## src/rtl/fx3_out_path.sv

```systemverilog
// FX3 slave-FIFO out path: drains one PPFIFO read block into FX3 DMA buffers,
// one buffer per controller grant, committing short final bursts with pkt_end.
module fx3_out_path #(
    parameter int DMA_BUF_WORDS = 512,
    parameter int SIZE_WIDTH    = 24
) (
    input  logic                  clk,
    input  logic                  rst,
    output logic                  o_out_path_ready,
    input  logic                  i_out_path_enable,
    output logic                  o_out_path_busy,
    output logic                  o_out_path_finished,
    input  logic                  i_out_dma_buf_ready,
    output logic                  o_out_dma_buf_finished,
    input  logic                  i_rd_rdy,
    output logic                  o_rd_act,
    input  logic [SIZE_WIDTH-1:0] i_rd_size,
    output logic                  o_rd_stb,
    input  logic [31:0]           i_rd_data,
    output logic [31:0]           o_fx3_data,
    output logic                  o_fx3_wr,
    output logic                  o_fx3_pkt_end
);

    localparam logic [2:0] S_IDLE     = 3'd0;
    localparam logic [2:0] S_ACTIVATE = 3'd1;
    localparam logic [2:0] S_WAIT_BUF = 3'd2;
    localparam logic [2:0] S_WRITE    = 3'd3;
    localparam logic [2:0] S_BUF_DONE = 3'd4;
    localparam logic [2:0] S_FINISH   = 3'd5;

    localparam logic [SIZE_WIDTH-1:0] BUF_W = SIZE_WIDTH'(DMA_BUF_WORDS);
    localparam logic [SIZE_WIDTH-1:0] ONE   = SIZE_WIDTH'(1);

    logic [2:0]            r_state;
    logic [SIZE_WIDTH-1:0] r_remain;
    logic [SIZE_WIDTH-1:0] r_burst;
    logic                  r_short;
    logic                  r_rd_act;
    logic                  r_busy;
    logic                  r_finished;
    logic                  r_buf_fin;
    logic [31:0]           r_fx3_data;
    logic                  r_fx3_wr;
    logic                  r_pkt_end;

    logic                  w_stb;
    logic                  w_last;
    logic                  w_abort;

    assign w_stb   = (r_state == S_WRITE) && (r_burst != '0);
    assign w_last  = w_stb && (r_burst == ONE);
    assign w_abort = !i_out_path_enable;

    assign o_out_path_ready = i_rd_rdy && (r_state == S_IDLE)
                              && !i_out_path_enable;
    assign o_rd_stb               = w_stb;
    assign o_rd_act               = r_rd_act;
    assign o_out_path_busy        = r_busy;
    assign o_out_path_finished    = r_finished;
    assign o_out_dma_buf_finished = r_buf_fin;
    assign o_fx3_data             = r_fx3_data;
    assign o_fx3_wr               = r_fx3_wr;
    assign o_fx3_pkt_end          = r_pkt_end;

    always_ff @(posedge clk or negedge rst) begin
        if (!rst) begin
            r_state    <= S_IDLE;
            r_remain   <= '0;
            r_burst    <= '0;
            r_short    <= 1'b0;
            r_rd_act   <= 1'b0;
            r_busy     <= 1'b0;
            r_finished <= 1'b0;
            r_buf_fin  <= 1'b0;
            r_fx3_data <= '0;
            r_fx3_wr   <= 1'b0;
            r_pkt_end  <= 1'b0;
        end else begin
            // A strobed word always lands on FX3, even on an abort edge
            r_buf_fin <= 1'b0;
            r_fx3_wr  <= w_stb;
            r_pkt_end <= w_last && r_short && i_out_path_enable;
            if (w_stb) begin
                r_fx3_data <= i_rd_data;
            end
            case (r_state)
                S_IDLE: begin
                    if (i_out_path_enable && i_rd_rdy) begin
                        r_state  <= S_ACTIVATE;
                        r_rd_act <= 1'b1;
                        r_busy   <= 1'b1;
                        r_remain <= i_rd_size;
                    end
                end
                S_ACTIVATE: begin
                    if (w_abort) begin
                        r_state  <= S_IDLE;
                        r_rd_act <= 1'b0;
                        r_busy   <= 1'b0;
                    end else if (r_remain == '0) begin
                        r_state    <= S_FINISH;
                        r_rd_act   <= 1'b0;
                        r_busy     <= 1'b0;
                        r_finished <= 1'b1;
                    end else begin
                        r_state <= S_WAIT_BUF;
                    end
                end
                S_WAIT_BUF: begin
                    if (w_abort) begin
                        r_state  <= S_IDLE;
                        r_rd_act <= 1'b0;
                        r_busy   <= 1'b0;
                    end else if (i_out_dma_buf_ready) begin
                        r_state <= S_WRITE;
                        r_short <= (r_remain < BUF_W);
                        r_burst <= (r_remain < BUF_W) ? r_remain : BUF_W;
                    end
                end
                S_WRITE: begin
                    if (w_abort) begin
                        r_state  <= S_IDLE;
                        r_rd_act <= 1'b0;
                        r_busy   <= 1'b0;
                    end else if (w_stb) begin
                        r_burst  <= r_burst - ONE;
                        r_remain <= r_remain - ONE;
                        if (w_last) begin
                            r_state   <= S_BUF_DONE;
                            r_buf_fin <= 1'b1;
                        end
                    end else begin
                        r_state   <= S_BUF_DONE;
                        r_buf_fin <= 1'b1;
                    end
                end
                S_BUF_DONE: begin
                    // Grant must drop before the next buffer may start
                    if (w_abort) begin
                        r_state  <= S_IDLE;
                        r_rd_act <= 1'b0;
                        r_busy   <= 1'b0;
                    end else if (!i_out_dma_buf_ready) begin
                        if (r_remain == '0) begin
                            r_state    <= S_FINISH;
                            r_rd_act   <= 1'b0;
                            r_busy     <= 1'b0;
                            r_finished <= 1'b1;
                        end else begin
                            r_state <= S_WAIT_BUF;
                        end
                    end
                end
                S_FINISH: begin
                    if (w_abort) begin
                        r_state    <= S_IDLE;
                        r_finished <= 1'b0;
                    end
                end
                default: begin
                    r_state  <= S_IDLE;
                    r_rd_act <= 1'b0;
                    r_busy   <= 1'b0;
                end
            endcase
        end
    end

endmodule
```

## config.mk

```make
export PLATFORM = sky130hd
export DESIGN_NAME = fx3_out_path
export DESIGN_NICKNAME = d
export VERILOG_FILES = /design/src/rtl/fx3_out_path.sv
export SDC_FILE = /design/constraint.sdc
export NUM_CORES = 1
export LEC_CHECK = 0
export BUFFER_PORTS_ARGS = -buffer_cell sky130_fd_sc_hd__clkbuf_2
export CORE_UTILIZATION = 40
export DETAILED_ROUTE_END_ITERATION = 10
export HOLD_SLACK_MARGIN = 0.03
export PLACE_DENSITY = 0.61
export SYNTH_ARGS = -nofsm -noshare
export SYNTH_HDL_FRONTEND = slang
export SYNTH_SLANG_ARGS = --single-unit
```

## constraint.sdc

```tcl
create_clock -name clk -period 2.7 [get_ports clk]
set_clock_uncertainty 0.1 [all_clocks]
set_input_delay 0.81 -clock clk [delete_from_list [all_inputs] [get_ports clk]]
set_output_delay 0.81 -clock clk [all_outputs]
set_load 0.01 [all_outputs]
```

After elaboration in Yosys (flattened, before gate mapping)
Cells that the tools add are included.
W data, S select, Z words.
Word-level totals
  output and inout bits: 40
  logic and storage cells: 98
  bits in registers: 90
  bits of input ports: 61
Cells by class
  add/subtract/negate cells: 2
  bitwise logic cells: 1
  reduce and logical (&&, ||, !) cells: 21
  mux-type cells: 43
  equal/unequal tests: 19
  magnitude comparators: 1
Operator list (count)
  $mux W24: 8
  $pmux W24 S2: 2
  $sub A24 B1 Y24 const B: 2
  $mux W3: 11
  $eq A24 B1 Y1 const B: 1
  $logic_not A24 Y1: 1
  $lt A24 B10 Y1 const B: 1
  $reduce_bool A24 Y1: 1
  $mux W1: 18
  $ne A2 B2 Y1 const B: 9
  $pmux W3 S6: 1
  $reduce_and A5 Y1: 3
  $pmux W1 S5: 2
  $reduce_and A4 Y1: 2
  $logic_and A1 B1 Y1: 7
  $eq A3 B2 Y1 const B: 2
  $eq A3 B3 Y1 const B: 2
  $ne A3 B3 Y1 const B: 2
  $ne A4 B4 Y1 const B: 1
  $reduce_bool A2 Y1: 2
  $eq A3 B1 Y1 const B: 1
  $logic_not A3 Y1: 1
  $pmux W1 S3: 1
  $reduce_and A3 Y1: 1
  other kinds (5): 5

Logic depth before layout (Yosys ltp)
  depth in word-level cells: 7
  depth in mapped cells: 9
  mapped depth without buffers: 7

Least setup slack after synthesis
OpenSTA, ideal clock, no wires.
  path kind: input -> output
  start: in i_out_path_enable
  end: out o_out_path_ready
  slack: 76 ps
  data arrival time: 1714 ps
  path buffers: 3
  cell stages on the path: 4
  path through: clkbuf_1 -> clkbuf_1 -> clkbuf_1 -> nor2_1
Between the ends
  longest elaborated chain between the ends: 2
RTL lines
  start, declared: RTL line 10  | input logic i_out_path_enable,
  $logic_not A1 Y1: RTL line 56  | && !i_out_path_enable;
  $logic_and A1 B1 Y1: RTL line 56
  end, declared: RTL line 9  | output logic o_out_path_ready,
No other way between the ends.

Worst setup path in the final report
  start: reg r_burst[23]
  end: out o_rd_stb
Between the ends
  longest elaborated chain between the ends: 2
RTL lines
  start, declared: RTL line 37  | logic [SIZE_WIDTH-1:0] r_burst;
  start signal, assigned: RTL line 118  | r_burst <= (r_remain < BUF_W) ? r_remain : BUF_W;
  start signal, assigned: RTL line 127  | r_burst <= r_burst - ONE;
  $reduce_bool A24 Y1: RTL line 51  | assign w_stb = (r_state == S_WRITE) && (r_burst != '0);
  $logic_and A1 B1 Y1: RTL line 51
  end, declared: RTL line 18  | output logic o_rd_stb,
No other way between the ends.

==> impl_metrics.tcl <==
set metrics [dict create \
    p_leak_nw 2.92 \
    grt_max_degree 61 \
    num_vias 5159 \
    finalCriticalPeriod_ps 2630 \
    cpPeakStageDelay_ps 430 \
    finalHoldViolCount 0 \
    worstHoldPathType "primary input to asynchronous set/reset pin" \
    fin_nets 781 \
    yosysMostFrequentCell "nand2_1" \
    area_growth_pct 23.7 \
    detail-route-antenna-nets 0 \
    synth_edf_count 0 \
    cp_max_fo 3 \
    std_cell_rows 40 \
    numClockSinks 90 \
    clock_path_buffers 2 \
    synthCells 602 \
    critPathLaunchType "flip-flop" \
    max_freq_ghz 0.381 \
    slowest_stage "dfrtp_1" \
    worstSetupEndpointType "primary output" \
    finalNonFillerCells 885 \
    grt_pass1_vias 5055 \
    drt_iter0_markers 491 \
    fin_setup_tns_ps 0 \
    finalSetupViolCount 0 \
    fp.dieH_um 114 \
    synth_nets 667 \
    io_pins 101 \
    syn_area_per_cell_um2 8.38 \
    cts_made_buffers 9 \
    worst_ep_required_time_ps 1790 \
    synth_top_area_share_pct 44.6 \
    ys_seq_area_share_pct 44.6 \
    rsz0062_at_grt "no" \
    wl_per_cell_um 17.2 \
    dr.pass1.iters 5 \
    synth_area_um2 5050 \
    worst_slack_ps 74.3 \
    die_area_um2 13100 \
    yosysWarnings 0 \
    crit_family "simple AND/OR/NAND/NOR gates" \
    tightest_slew_ps 593 \
    synth-main-ff-cell "dfrtp_1" \
    maxCapViolCount 0 \
    yosysTopAreaCell "dfrtp_1" \
    insertion_delay_ps 340 \
    place_area_um2 5910 \
    crit_chain "nor4_2 -> and4_1 -> a21o_1 -> inv_2 -> clkbuf_2" \
    path_buf_inv 2 \
    dp_hpwl_mm 10.7 \
    cts_tree "built" \
    grt_pass1_wl_mm 25.2 \
    slew_viol_final 0 \
    synth_common_cells "nand2_1 (134), dfrtp_1 (90), nor2_1 (42), clkbuf_1 (35), o21ai_0 (33)" \
    run_status "finished clean" \
    hold_buffers 0 \
    min_period_over_period_pct 97.2 \
    antenna_cells 0 \
    fp.dieW_um 114 \
    power.density_nw_per_um2 1090 \
    route.detailed.drc 0 \
    drive_gt1_share_pct 23.4 \
    gr-usage-all-layers_pct 24.5 \
    ys_ff_latch 90 \
    cp.arrival_ps 1720 \
    fp.coreArea_um2 12200 \
    filler_cell_count 1166 \
    initial_core_util_pct 41.5 \
    peakVddDrop_mv 0.458 \
    htreeDepth 3 \
    routabilityCongestion 0.891 \
    ys_async_sr_fraction_pct 100 \
    fin_area_um2 6240 \
    grt-ovfl-total 0 \
    via_per_inst 5.83 \
    place_inst 868 \
    antenna_found_initial 0 \
    wl_mm 15.3 \
    port_buffers 100 \
    synthTopCellsByArea "dfrtp_1 (45%), nand2_1 (10%), a31oi_1 (3.5%), o21ai_0 (3.3%), nor2_1 (3.1%)" \
    yosysUniqueCellTypes 66 \
    root_buffer "clkbuf_16" \
    clkTransAtPathRegs_ps 60 \
    crit_type "flip-flop to primary output" \
    slew-limit-headroom_pct 60.4 \
    pre_cts_slack_ps 157 \
]
==> what timing repair did <==
item                       in CTS  in global routing
gates resized for setup         3                  6
buffers inserted                4                  1
pin swaps                       4                  4
setup endpoints to repair       1                  1
==> path summary, 6_finish.rpt <==
check	cells past startpoint	endpoint	slack [ps]	startpoint
max reg2reg	5	r_state[0]$_DFFE_PN0P_	130	r_remain[9]$_DFFE_PN0P_
min in group clk	2	o_fx3_data[17]$_DFFE_PN0P_	370	o_fx3_data[17]$_DFFE_PN0P_
max	5	o_rd_stb	70	r_burst[23]$_DFFE_PN0P_
max in group asynchronous	2	r_burst[2]$_DFFE_PN0P_	1770	rst
min	1	o_out_path_finished$_DFFE_PN0P_	160	rst
min reg2reg	2	o_fx3_data[17]$_DFFE_PN0P_	370	o_fx3_data[17]$_DFFE_PN0P_
==> kinds of logic after synthesis <==
kind of cell               synth area share (%)
buffers and inverters                      4.44
and+or+nand+nor                            25.8
adders and majority gates                 0.992
AOI/OAI and AO/OA                          23.5
muxes                                     0.595
DFF                                        44.6
==> final cells by class <==
cell class | count | area [um2] | area share [%]
sequential | 90 | 2250 | 36.1
timing repair buffer | 144 | 846 | 13.5
multi-input combinational | 455 | 2610 | 41.8
clock buffer | 11 | 233 | 3.73
tap | 168 | 210 | 3.37
inverter | 16 | 60.1 | 0.962
clock inverter | 1 | 30.0 | 0.481
==> routing by layer <==
metal / wire length [um] / global-route usage, % / vias up
met5: 0 / 0 / -
met4: 409 / 11.5 / 0
met3: 994 / 5.03 / 33
met2: 6970 / 38.7 / 228
met1: 6890 / 32.2 / 2450
li1: - / - / 2448
==> per-stage QoR <==
stage	total power, mW	hold slack, ps	util (%)
floorplan	4.32	352	-
global placement	5.39	359	48.6
detailed placement	5.48	361	48.6
CTS	6.76	147	51.1
global route	7.28	150	51.3
finish	6.79	158	51.3
==> power by group <==
part           total [mW]  leakage, nW  switching [mW]  internal (mW)
combinational        3.19         1.67            1.92           1.27
clock                1.19        0.127           0.495          0.698
sequential           2.41         1.13           0.499           1.91
==> state kept, by name (all words and copies together) (netlist names) <==
register	cells
r_burst	24
r_remain	24
o_fx3_pkt_end	1
r_state	3
o_fx3_data	32
o_fx3_wr	1
o_out_dma_buf_finished	1
r_short	1
o_out_path_busy	1
o_out_path_finished	1
o_rd_act	1
==> worst register-to-register path: cells and delay by family (launching register included) <==
family / cells / cell delay [ps]
compound gates: 1 / 120
simple gates: 4 / 1850
flops: 1 / 420
==> layout by cell type (no fill, tap or decap), drive strengths merged, types with 4 or more instances in the layout <==
cell / synthesis / layout
o22ai: 4 / 4
nor2: 42 / 42
a21o: 8 / 8
nand2: 134 / 134
a221o: 4 / 4
a22oi: 6 / 6
nand4: 4 / 4
a21oi: 18 / 18
a211oi: 4 / 4
nor3: 29 / 29
nand3: 12 / 12
o221ai: 8 / 8
a31oi: 28 / 28
clkbuf: 35 / 110
a41oi: 5 / 5
o41ai: 4 / 4
o2bb2ai: 4 / 4
ha: 4 / 4
nor4: 20 / 20
o211ai: 5 / 5
buf: 6 / 45
or3: 7 / 7
o31ai: 9 / 9
or4: 8 / 8
dfrtp: 90 / 90
o21ai: 35 / 35
nand2b: 6 / 6
inv: 14 / 15
(Power assumes the default switching activity.)
